File: config.mk
export PLATFORM = sky130hd
export DESIGN_NAME = tpulse_monitor
export DESIGN_NICKNAME = d
export VERILOG_FILES = /design/src/rtl/agc_timing_pkg.sv /design/src/rtl/tpulse_encode.sv /design/src/rtl/tpulse_monitor.sv
export SDC_FILE = /design/constraint.sdc
export NUM_CORES = 1
export LEC_CHECK = 0
export ABC_CLOCK_PERIOD_IN_PS = 5450
export CAP_MARGIN = 0
export CELL_PAD_IN_SITES_DETAIL_PLACEMENT = 0
export CELL_PAD_IN_SITES_GLOBAL_PLACEMENT = 1
export CORE_MARGIN = 2
export CORE_UTILIZATION = 41
export CTS_BUF_LIST = sky130_fd_sc_hd__clkbuf_8
export CTS_CLUSTER_SIZE = 10
export DETAILED_ROUTE_END_ITERATION = 16
export PLACE_DENSITY = 0.84
export SETUP_SLACK_MARGIN = 0.1
export SLEW_MARGIN = 20
export SYNTH_ARGS = -nofsm -noshare
export SYNTH_HDL_FRONTEND = slang
export SYNTH_SLANG_ARGS = --single-unit
File: constraint.sdc
create_clock -name CLOCK -period 5.45 [get_ports CLOCK]
set_input_delay 1.09 -clock CLOCK [delete_from_list [all_inputs] [get_ports CLOCK]]
set_output_delay 1.09 -clock CLOCK [all_outputs]
set_load 0.05 [all_outputs]
File: src/rtl/agc_timing_pkg.sv
// Shared timing definitions for the AGC control-section timer and its monitor:
// FSM state encoding, error codes and time-pulse indices.
package agc_timing_pkg;

  localparam int TP_W = 12;

  localparam logic [1:0] ST_IDLE  = 2'd0;
  localparam logic [1:0] ST_SYNC  = 2'd1;
  localparam logic [1:0] ST_TRACK = 2'd2;
  localparam logic [1:0] ST_FAULT = 2'd3;

  localparam logic [1:0] ERR_NONE  = 2'd0;
  localparam logic [1:0] ERR_SEQ   = 2'd1;
  localparam logic [1:0] ERR_MULTI = 2'd2;
  localparam logic [1:0] ERR_STALL = 2'd3;

  localparam logic [3:0] T01_IDX = 4'd0;
  localparam logic [3:0] T02_IDX = 4'd1;
  localparam logic [3:0] T03_IDX = 4'd2;
  localparam logic [3:0] T04_IDX = 4'd3;
  localparam logic [3:0] T05_IDX = 4'd4;
  localparam logic [3:0] T06_IDX = 4'd5;
  localparam logic [3:0] T07_IDX = 4'd6;
  localparam logic [3:0] T08_IDX = 4'd7;
  localparam logic [3:0] T09_IDX = 4'd8;
  localparam logic [3:0] T10_IDX = 4'd9;
  localparam logic [3:0] T11_IDX = 4'd10;
  localparam logic [3:0] T12_IDX = 4'd11;

  // Successor pulse in the T01..T12 ring.
  function automatic logic [3:0] next_tidx(input logic [3:0] i);
    return (i == T12_IDX) ? T01_IDX : i + 4'd1;
  endfunction

endpackage

File: src/rtl/tpulse_encode.sv
// Combinational classifier for the one-hot time-pulse bus: lowest set index,
// plus exactly-one / more-than-one / none flags.
module tpulse_encode
  import agc_timing_pkg::*;
(
  input  logic [TP_W-1:0] tp,
  output logic [3:0]      idx,
  output logic            valid,
  output logic            multi,
  output logic            zero
);

  logic [3:0] ones;

  always_comb begin
    idx  = '0;
    ones = '0;
    for (int i = TP_W - 1; i >= 0; i--) begin
      if (tp[i]) idx = 4'(i);
      ones = ones + {3'b000, tp[i]};
    end
    valid = (ones == 4'd1);
    multi = (ones > 4'd1);
    zero  = (ones == 4'd0);
  end

endmodule

File: src/rtl/tpulse_monitor.sv
// Watches the timer's T01..T12 pulse sequence, flags sequence/overlap/stall
// faults, counts memory cycles and requests a GOJ1 restart on a fault.
module tpulse_monitor
  import agc_timing_pkg::*;
#(
  parameter int STALL_MAX = 32,
  parameter int GAP_MAX   = 4,
  parameter int GOJ_WIDTH = 4
) (
  input  logic        CLOCK,
  input  logic        SIM_RST_n,
  input  logic [11:0] TPULSE,
  input  logic        GOJAM,
  input  logic        STOP,
  input  logic        TERR_CLR,
  output logic        IN_SYNC,
  output logic [15:0] MCT_CNT,
  output logic        TERR,
  output logic [1:0]  ERR_CODE,
  output logic        GOJ1_REQ
);

  localparam int CNT_MAX = ((STALL_MAX > GAP_MAX) ? STALL_MAX : GAP_MAX) + 1;
  localparam int CNT_W   = $clog2(CNT_MAX + 1);
  localparam int GOJ_W   = $clog2(GOJ_WIDTH + 1);

  localparam logic [CNT_W-1:0] CNT_SAT   = CNT_W'(CNT_MAX);
  localparam logic [CNT_W-1:0] STALL_LIM = CNT_W'(STALL_MAX - 1);
  localparam logic [CNT_W-1:0] GAP_LIM   = CNT_W'(GAP_MAX - 1);
  localparam logic [GOJ_W-1:0] GOJ_END   = GOJ_W'(GOJ_WIDTH);

  // Symbols beyond T12 so "no pulse" and "overlap" runs are counted apart from real pulses.
  localparam logic [3:0] SYM_ZERO  = 4'd12;
  localparam logic [3:0] SYM_MULTI = 4'd13;

  logic [11:0]      tp_q;
  logic [3:0]       idx;
  logic             valid;
  logic             multi;
  logic             zero;

  logic [1:0]       state;
  logic [3:0]       expected;
  logic [3:0]       prev_idx;
  logic [3:0]       last_sym;
  logic [3:0]       sym;
  logic [CNT_W-1:0] hold_cnt;
  logic [CNT_W-1:0] hold_nxt;
  logic [GOJ_W-1:0] goj_cnt;
  logic             same;
  logic             hold_err;
  logic             restart;
  logic             err_now;
  logic [1:0]       err_sel;

  tpulse_encode u_encode (
    .tp    (tp_q),
    .idx   (idx),
    .valid (valid),
    .multi (multi),
    .zero  (zero)
  );

  always_comb begin
    sym      = zero ? SYM_ZERO : (multi ? SYM_MULTI : idx);
    same     = (sym == last_sym);
    hold_nxt = '0;
    if (same) hold_nxt = (hold_cnt == CNT_SAT) ? hold_cnt : hold_cnt + CNT_W'(1);
    // hold_cnt is one less than the run length, so these fire on run = limit + 1.
    hold_err = same && ((valid && hold_cnt >= STALL_LIM) || (zero && hold_cnt >= GAP_LIM));
    err_sel  = ERR_NONE;
    if (multi)                                              err_sel = ERR_MULTI;
    else if (valid && idx != prev_idx && idx != expected)   err_sel = ERR_SEQ;
    else if (hold_err)                                      err_sel = ERR_STALL;
    restart  = GOJAM | STOP;
    err_now  = (state == ST_TRACK) && !restart && (err_sel != ERR_NONE);
  end

  always_ff @(posedge CLOCK or negedge SIM_RST_n) begin
    if (!SIM_RST_n) begin
      tp_q     <= '0;
      state    <= ST_IDLE;
      expected <= T02_IDX;
      prev_idx <= T01_IDX;
      last_sym <= SYM_ZERO;
      hold_cnt <= '0;
      goj_cnt  <= '0;
      IN_SYNC  <= 1'b0;
      MCT_CNT  <= '0;
      TERR     <= 1'b0;
      ERR_CODE <= ERR_NONE;
      GOJ1_REQ <= 1'b0;
    end else begin
      // Stage 0: register the pulse bus
      tp_q     <= TPULSE;
      // Stage 1: sequence tracking on the registered pulses
      last_sym <= sym;
      hold_cnt <= hold_nxt;
      if (restart) begin
        state    <= ST_IDLE;
        IN_SYNC  <= 1'b0;
        GOJ1_REQ <= 1'b0;
      end else begin
        case (state)
          ST_IDLE: state <= ST_SYNC;
          ST_SYNC: begin
            if (valid && idx == T01_IDX) begin
              state    <= ST_TRACK;
              IN_SYNC  <= 1'b1;
              prev_idx <= T01_IDX;
              expected <= next_tidx(T01_IDX);
              hold_cnt <= '0;
            end
          end
          ST_TRACK: begin
            if (err_now) begin
              state    <= ST_FAULT;
              IN_SYNC  <= 1'b0;
              GOJ1_REQ <= 1'b1;
              goj_cnt  <= GOJ_W'(1);
            end else if (valid && idx != prev_idx) begin
              prev_idx <= idx;
              expected <= next_tidx(idx);
              if (prev_idx == T12_IDX && idx == T01_IDX) MCT_CNT <= MCT_CNT + 16'd1;
            end
          end
          ST_FAULT: begin
            if (goj_cnt == GOJ_END) begin
              state    <= ST_SYNC;
              GOJ1_REQ <= 1'b0;
            end else begin
              goj_cnt <= goj_cnt + GOJ_W'(1);
            end
          end
          default: state <= ST_IDLE;
        endcase
      end
      // A fault in the same cycle as a clear wins and records its own code.
      if (err_now) begin
        TERR <= 1'b1;
        if (!TERR || TERR_CLR) ERR_CODE <= err_sel;
      end else if (TERR_CLR) begin
        TERR     <= 1'b0;
        ERR_CODE <= ERR_NONE;
      end
    end
  end

endmodule

# Word level (Yosys, flattened, before mapping)
# Cells that the tools add are included.
# word_totals
register_bits	56
wordCells	134
# op_classes
reduce_logical	29
n_bitwise	3
n_mux	52
n_addsub	15
order_cmp	3
n_eq_ne	20
# ops
op	count
$mux W4	21
$add A4 B1 Y4	10
$mux W6	5
$mux W2	10
$add A16 B1 Y16 const B	1
$pmux W4 S2	2
$ne A2 B2 Y1 const B	5
$reduce_and A5 Y1	2
$logic_and A1 B1 Y1	9
$ne A3 B3 Y1 const B	3
$reduce_and A3 Y1	3
$eq A4 B4 Y1 const B	2
$logic_not A4 Y1	2
$mux W1	8
$ne A4 B4 Y1	2
$pmux W2 S4	1
$reduce_bool A2 Y1	4
$add A6 B1 Y6 const B	1
$eq A6 B6 Y1 const B	1
$ge A6 B2 Y1 const B	1
$ge A6 B5 Y1 const B	1
$mux W3	2
$pmux W3 S2	1
$reduce_bool A3 Y1	2
18 further kinds	23

# Depth between registers and ports, before layout
# depth
word_depth	24
mapped_depth	20

# Modules after synthesis
# From an unflattened synthesis, not the netlist that was laid out.
# unflattened
hier_cells	328
area_unflattened_um2	3266.9
# by_module_without_submodules
module	cells_per_inst	n_inst	area_each_um2
tpulse_monitor	278	1	2884.0
tpulse_encode	50	1	382.9

# Worst setup path before layout
# OpenSTA, ideal clock, no wires.
# synth_path
kind	flip-flop to flip-flop
startpoint	reg tp_q[10]
endpoint	reg goj_cnt[0]
t_arrival_ps	5055
t_required_ps	5325
path_stages_with_launch	19
slack_ps	271
path_buffers	0
synth_period_minus_slack_ps	5179
path_cell_list	dfrtp_1 inv_1 ha_1 inv_1 fa_1 fa_1 fa_1 inv_1 fa_1 fa_1 nor4_1 a41oi_2 nor2_4 o32a_1 and3_4 nor4_4 nor2b_1 a21boi_0 mux2_2
# synth_between
elab_chain_len	23
word_cells_on_any_way	43
# synth_rtl
element	line_no	rtl
from (decl)	tpulse_monitor.sv:36	logic [11:0] tp_q;
from (signal assigned)	tpulse_monitor.sv:81	tp_q <= '0;
from (signal assigned)	tpulse_monitor.sv:95	tp_q <= TPULSE;
$add A1 B1 Y2	tpulse_encode.sv:20	ones = ones + {3'b000, tp[i]};
$add A4 B1 Y4 (10 in series)	tpulse_encode.sv:20	
$gt A4 B1 Y1	tpulse_encode.sv:23	multi = (ones > 4'd1);
$mux W4 (2 in series)	tpulse_monitor.sv:65	sym = zero ? SYM_ZERO : (multi ? SYM_MULTI : idx);
$eq A4 B4 Y1	tpulse_monitor.sv:66	same = (sym == last_sym);
$logic_and A1 B1 Y1	tpulse_monitor.sv:70	hold_err = same && ((valid && hold_cnt >= STALL_LIM) || (zero && hold_cnt >= GAP_LIM));
$mux W2	tpulse_monitor.sv:74	else if (hold_err) err_sel = ERR_STALL;
$mux W2	tpulse_monitor.sv:73	else if (valid && idx != prev_idx && idx != expected) err_sel = ERR_SEQ;
$mux W2 *	tpulse_monitor.sv:72	if (multi) err_sel = ERR_MULTI;
$reduce_bool A2 Y1 *	tpulse_monitor.sv:76	err_now = (state == ST_TRACK) && !restart && (err_sel != ERR_NONE);
$logic_and A1 B1 Y1 *	tpulse_monitor.sv:76	
$ne A2 B2 Y1 (no source line) *	--	
$reduce_and A4 Y1 (no source line) *	--	
to (signal assigned)	tpulse_monitor.sv:132	goj_cnt <= goj_cnt + GOJ_W'(1);
to (decl)	tpulse_monitor.sv:49	logic [GOJ_W-1:0] goj_cnt;
# Every way passes the cells marked *; elsewhere a longest branch is shown, timed or not.
# A chain may end at the register's enable or synchronous reset.

# Worst setup path after layout
# layout_path
startpoint	reg tp_q[11]
endpoint	reg MCT_CNT[9]
# layout_between
elab_chain_len	23
word_cells_on_any_way	46
# layout_rtl
element	line_no	rtl
$add A1 B1 Y2 or $mux W4 (tied branches)	tpulse_encode.sv:20, tpulse_encode.sv:19	
$add A4 B1 Y4 or $mux W4 (tied branches) (10 in series)	tpulse_encode.sv:20, tpulse_encode.sv:19	
$gt A4 B1 Y1 or $mux W4 (tied branches)	tpulse_encode.sv:23, tpulse_encode.sv:19	
$mux W4	tpulse_monitor.sv:65	
$mux W4 *	tpulse_monitor.sv:65	
via sym[0]	tpulse_monitor.sv:46	logic [3:0] sym;
$eq A4 B4 Y1 *	tpulse_monitor.sv:66	
$logic_and A1 B1 Y1 *	tpulse_monitor.sv:70	
$mux W2 *	tpulse_monitor.sv:74	
$mux W2 *	tpulse_monitor.sv:73	
$mux W2 *	tpulse_monitor.sv:72	
$reduce_bool A2 Y1 *	tpulse_monitor.sv:76	
$logic_and A1 B1 Y1 *	tpulse_monitor.sv:76	
$not A1 Y1 (no source line) *	--	
$reduce_and A5 Y1 (no source line) *	--	
to (signal assigned)	tpulse_monitor.sv:124	if (prev_idx == T12_IDX && idx == T01_IDX) MCT_CNT <= MCT_CNT + 16'd1;
to (decl)	tpulse_monitor.sv:17	output logic [15:0] MCT_CNT,
# The timed path passes the listed nets; every way through them passes the cells marked *.

==> results.cfg <==
[floorplanning]
rows = 32
die-height_um = 94.0
die_x_um = 94.0
dieArea_um2 = 8830
floorplan.io_pins = 38
floorplan.initialDensity_pct = 42.7
placeableCoreArea_um2 = 7770

[yosys]
area_fraction_in_compound_gates_after_synthesis_pct = 10.7
synth_top_family_by_area = simple AND/OR/NAND/NOR gates
sequential_area_share_after_synthesis_pct = 42.3
netlist_area_um2 = 3320
synth_top_area_cell = dfrtp_1
yosys.area_share.simple_pct = 23.3
asyncSetResetFlopFracSynth_pct = 100
synth.avg_cell_area_um2 = 10.0
synthXorXnorAreaFrac_pct = 7.13
post_synth_fa_ha_maj_area_fraction_pct = 10.6
ys_types = 58
ys_top_cells_by_area = dfrtp_1 (40%), ha_1 (6.4%), xnor2_1 (5.0%)
synth_edf_count = 0
muxShareOfSynthArea_pct = 1.58
synth_warnings = 0
synthesis.nets = 372
yosys.area.top_type_share_pct = 40.0
synth_top_flop_cell = dfrtp_1
post_synthesis_cells = 331
ys_seq_elements = 56

[status]
status = complete, no violations

[setup_path]
worst_ep_arrival_time_ps = 5360
critical_path.startpoint = tp_q[11]
worst-endpoint-required_ps = 5670
startpoint_class = register
cp_max_fo = 8
regToRegStartpoint = tp_q[11]
timing.reg2reg.setup_slack_ps = 300
worst-r2r-cell-count = 20
endpoint_type_of_the_worst_setup_path = register
timing.rr.end = MCT_CNT[9]
setup.worst_path.class = register to register

[grt]
maximum_number_of_pins_on_one_net_before_global_route_repair = 57
grt_util_all_layers_pct = 16.0
leftover_overflow_at_the_end_of_global_routing = 0
grt_pass1_wl_um = 11300
initial_antenna_violation_count = 0
grt_pass1_vias = 2411

[routing]
first_pass_iters = 4
avgRoutedWirePerCell_um = 13.3
postRouteAntennaNets = 0
wl_um = 6480
detail_route.drc_violations = 0
detailroute.via_count = 2500
vias_per_cell = 5.14
initialDrtViolationCount = 140

[timing]
clock_skew_ps = 14.7
hold_viol_final = 0
unrepaired_setup_endpoints_after_global_routing = yes
max_freq_mhz = 194
fin_hold_ws_ps = 485
slew_headroom_pct = 41.8
period_needed_ps = 5150
finalSetupViolCount = 0
final.setup.worst_slack_ps = 304
finalMaxSlewViolations = 0
fin_crit_sh_pct = 94.4
max_slew.worst_pin.slew_ps = 873
tns_ps = 0

[run]
max_cap_viol_count = 0

[clocking]
worstSkewPairLatency_ps = 320
tritoncts_clock_tree = done
cts-buffers-inserted = 5
clk_pin_slew_worst_paths_ps = 120
htreeDepth = 2
max-clock-path-buffers = 2
clk_root_buffer_cell = clkbuf_8
cts.sinks = 56
postCtsHoldBufs = 0

[worst_hold_path]
worst_hold_endpoint = MCT_CNT[15]
hold_path_depth = 1
min_path_type = register to register
min-delay-start = MCT_CNT[15]

[placed_design]
dpl_worst_slack_ps = 173
place.gp.congestion = 0.776
place_area_um2 = 3830
port_buffers = 37
dpl.hpwl_um = 4790

[final_layout]
insertedDiodeCount = 0
area_growth_syn_to_layout_pct = 21.8
fraction_of_layout_cells_with_a_size_suffix_above_1_pct = 14.8
num-nets-final = 424
finish.instance_area_um2 = 4040

[power_and_ir_drop]
power.switching_mw = 0.511
seq_power_share_pct = 41.5
power.switching_fraction_pct = 37.8
cell_leakage_power_nw = 1.72
vdd_drop_max_uv = 150
power.density_cell_area_nw_per_um2 = 335
combinationalPowerShare_pct = 40.7
clock_power_share_pct = 17.8
power.internal_mw = 0.842
cells in the final DEF, fill, tap and decap left out, drive strengths merged, types with 13 or more instances in the layout:
master         synthesis  routed
buf                    3      16
xnor2                 19      19
dfrtp                 53      53
nand3                 22      22
nor2                  19      19
a21oi                 13      13
ha                    17      17
inv                   28      30
nand2                 36      36
clkdlybuf4s50          0      36
state kept, by name, summed over array words and instances, names as in the netlist:
| signal | flops |
|---|---|
| MCT_CNT | 16 |
| tp_q | 12 |
| hold_cnt | 6 |
| expected | 4 |
| last_sym | 4 |
| prev_idx | 4 |
| goj_cnt | 3 |
| ERR_CODE | 2 |
| state | 2 |
| GOJ1_REQ | 1 |
| IN_SYNC | 1 |
| TERR | 1 |
power by group through the flow:
stage | Sequential [mW] | Combinational, mW | Clock, mW
final | 0.562 | 0.551 | 0.240
after global routing | 0.574 | 0.626 | 0.268
after CTS | 0.560 | 0.498 | 0.251
after detailed placement | 0.567 | 0.495 | 0
after global placement | 0.564 | 0.486 | 0
after floorplan | 0.552 | 0.375 | 0
cells by family (layout without fill, tap and decap cells):
family / count (synthesis) / count (layout)
XOR/XNOR: 27 / 27
AND/OR/NAND/NOR: 137 / 137
buffers and inverters: 35 / 88
multiplexers: 5 / 5
adder cells (fa/ha/maj): 24 / 24
flip-flops: 56 / 56
AO/OA/AOI/OAI: 47 / 47
synth_stat cells, drive strengths merged, types with 6 or more instances:
master,instances
dfrtp,53
nand2,36
inv,28
nand3,22
nor2,19
xnor2,19
ha,17
a21oi,13
nor3,10
nand4,8
xor2,8
and3,7
fa,7
and2,6
worst max path at each step:
stage | to | slack [ps]
finish | MCT_CNT[9] | 300
CTS | goj_cnt[0] | 140
floorplan | goj_cnt[0] | 270
detailed placement | goj_cnt[0] | 170
global placement | goj_cnt[0] | 300
global route | state[0] | 40
final cells by class:
type,count,area (um2)
fill,715,3730
multi-input combinational,240,1830
sequential,56,1410
timing repair buffer,52,479
tap,102,128
inverter,28,105
clock buffer,5,68.8
clock inverter,3,26.3
per-stage QoR:
stage / instances / total power [mW] / util, %
5_1_grt: 486 / 1.47 / 52.0
4_1_cts: 479 / 1.31 / 50.6
2_1_floorplan: 331 / 0.927 / -
6_report: 486 / 1.35 / 52.0
3_5_place_dp: 471 / 1.06 / 49.4
3_3_place_gp: 471 / 1.05 / 49.4
worst max-delay path, stage by stage (launching register included):
cell and delay [ps]:
dfrtp_1 390, inv_2 50, ha_4 260, inv_2 30, fa_1 450, fa_1 480, fa_1 500, inv_2 40
fa_2 350, fa_2 550, nor4_2 40, a41oi_2 260, a21oi_1 70, o21ai_1 130, xor2_1 300, nor4_4 100
buf_4 150, nor4b_4 360, buf_2 270, nand3_1 120, xnor2_1 140
layer usage:
layer / global-route usage (%) / wire length, um / up-vias
met2: 26.1 / 3030 / 39
li1: - / - / 1253
met1: 22.5 / 3220 / 1202
met5: 0 / 0 / -
met4: 3.38 / 55 / 0
met3: 2.57 / 180 / 6
repair_timing:
| item | in CTS | in global routing |
|---|---|---|
| setup buffers | 0 | 6 |
| setup endpoints to repair | 0 | 29 |
| gates resized for setup | 0 | 19 |
Power figures use the tool's default switching activity.
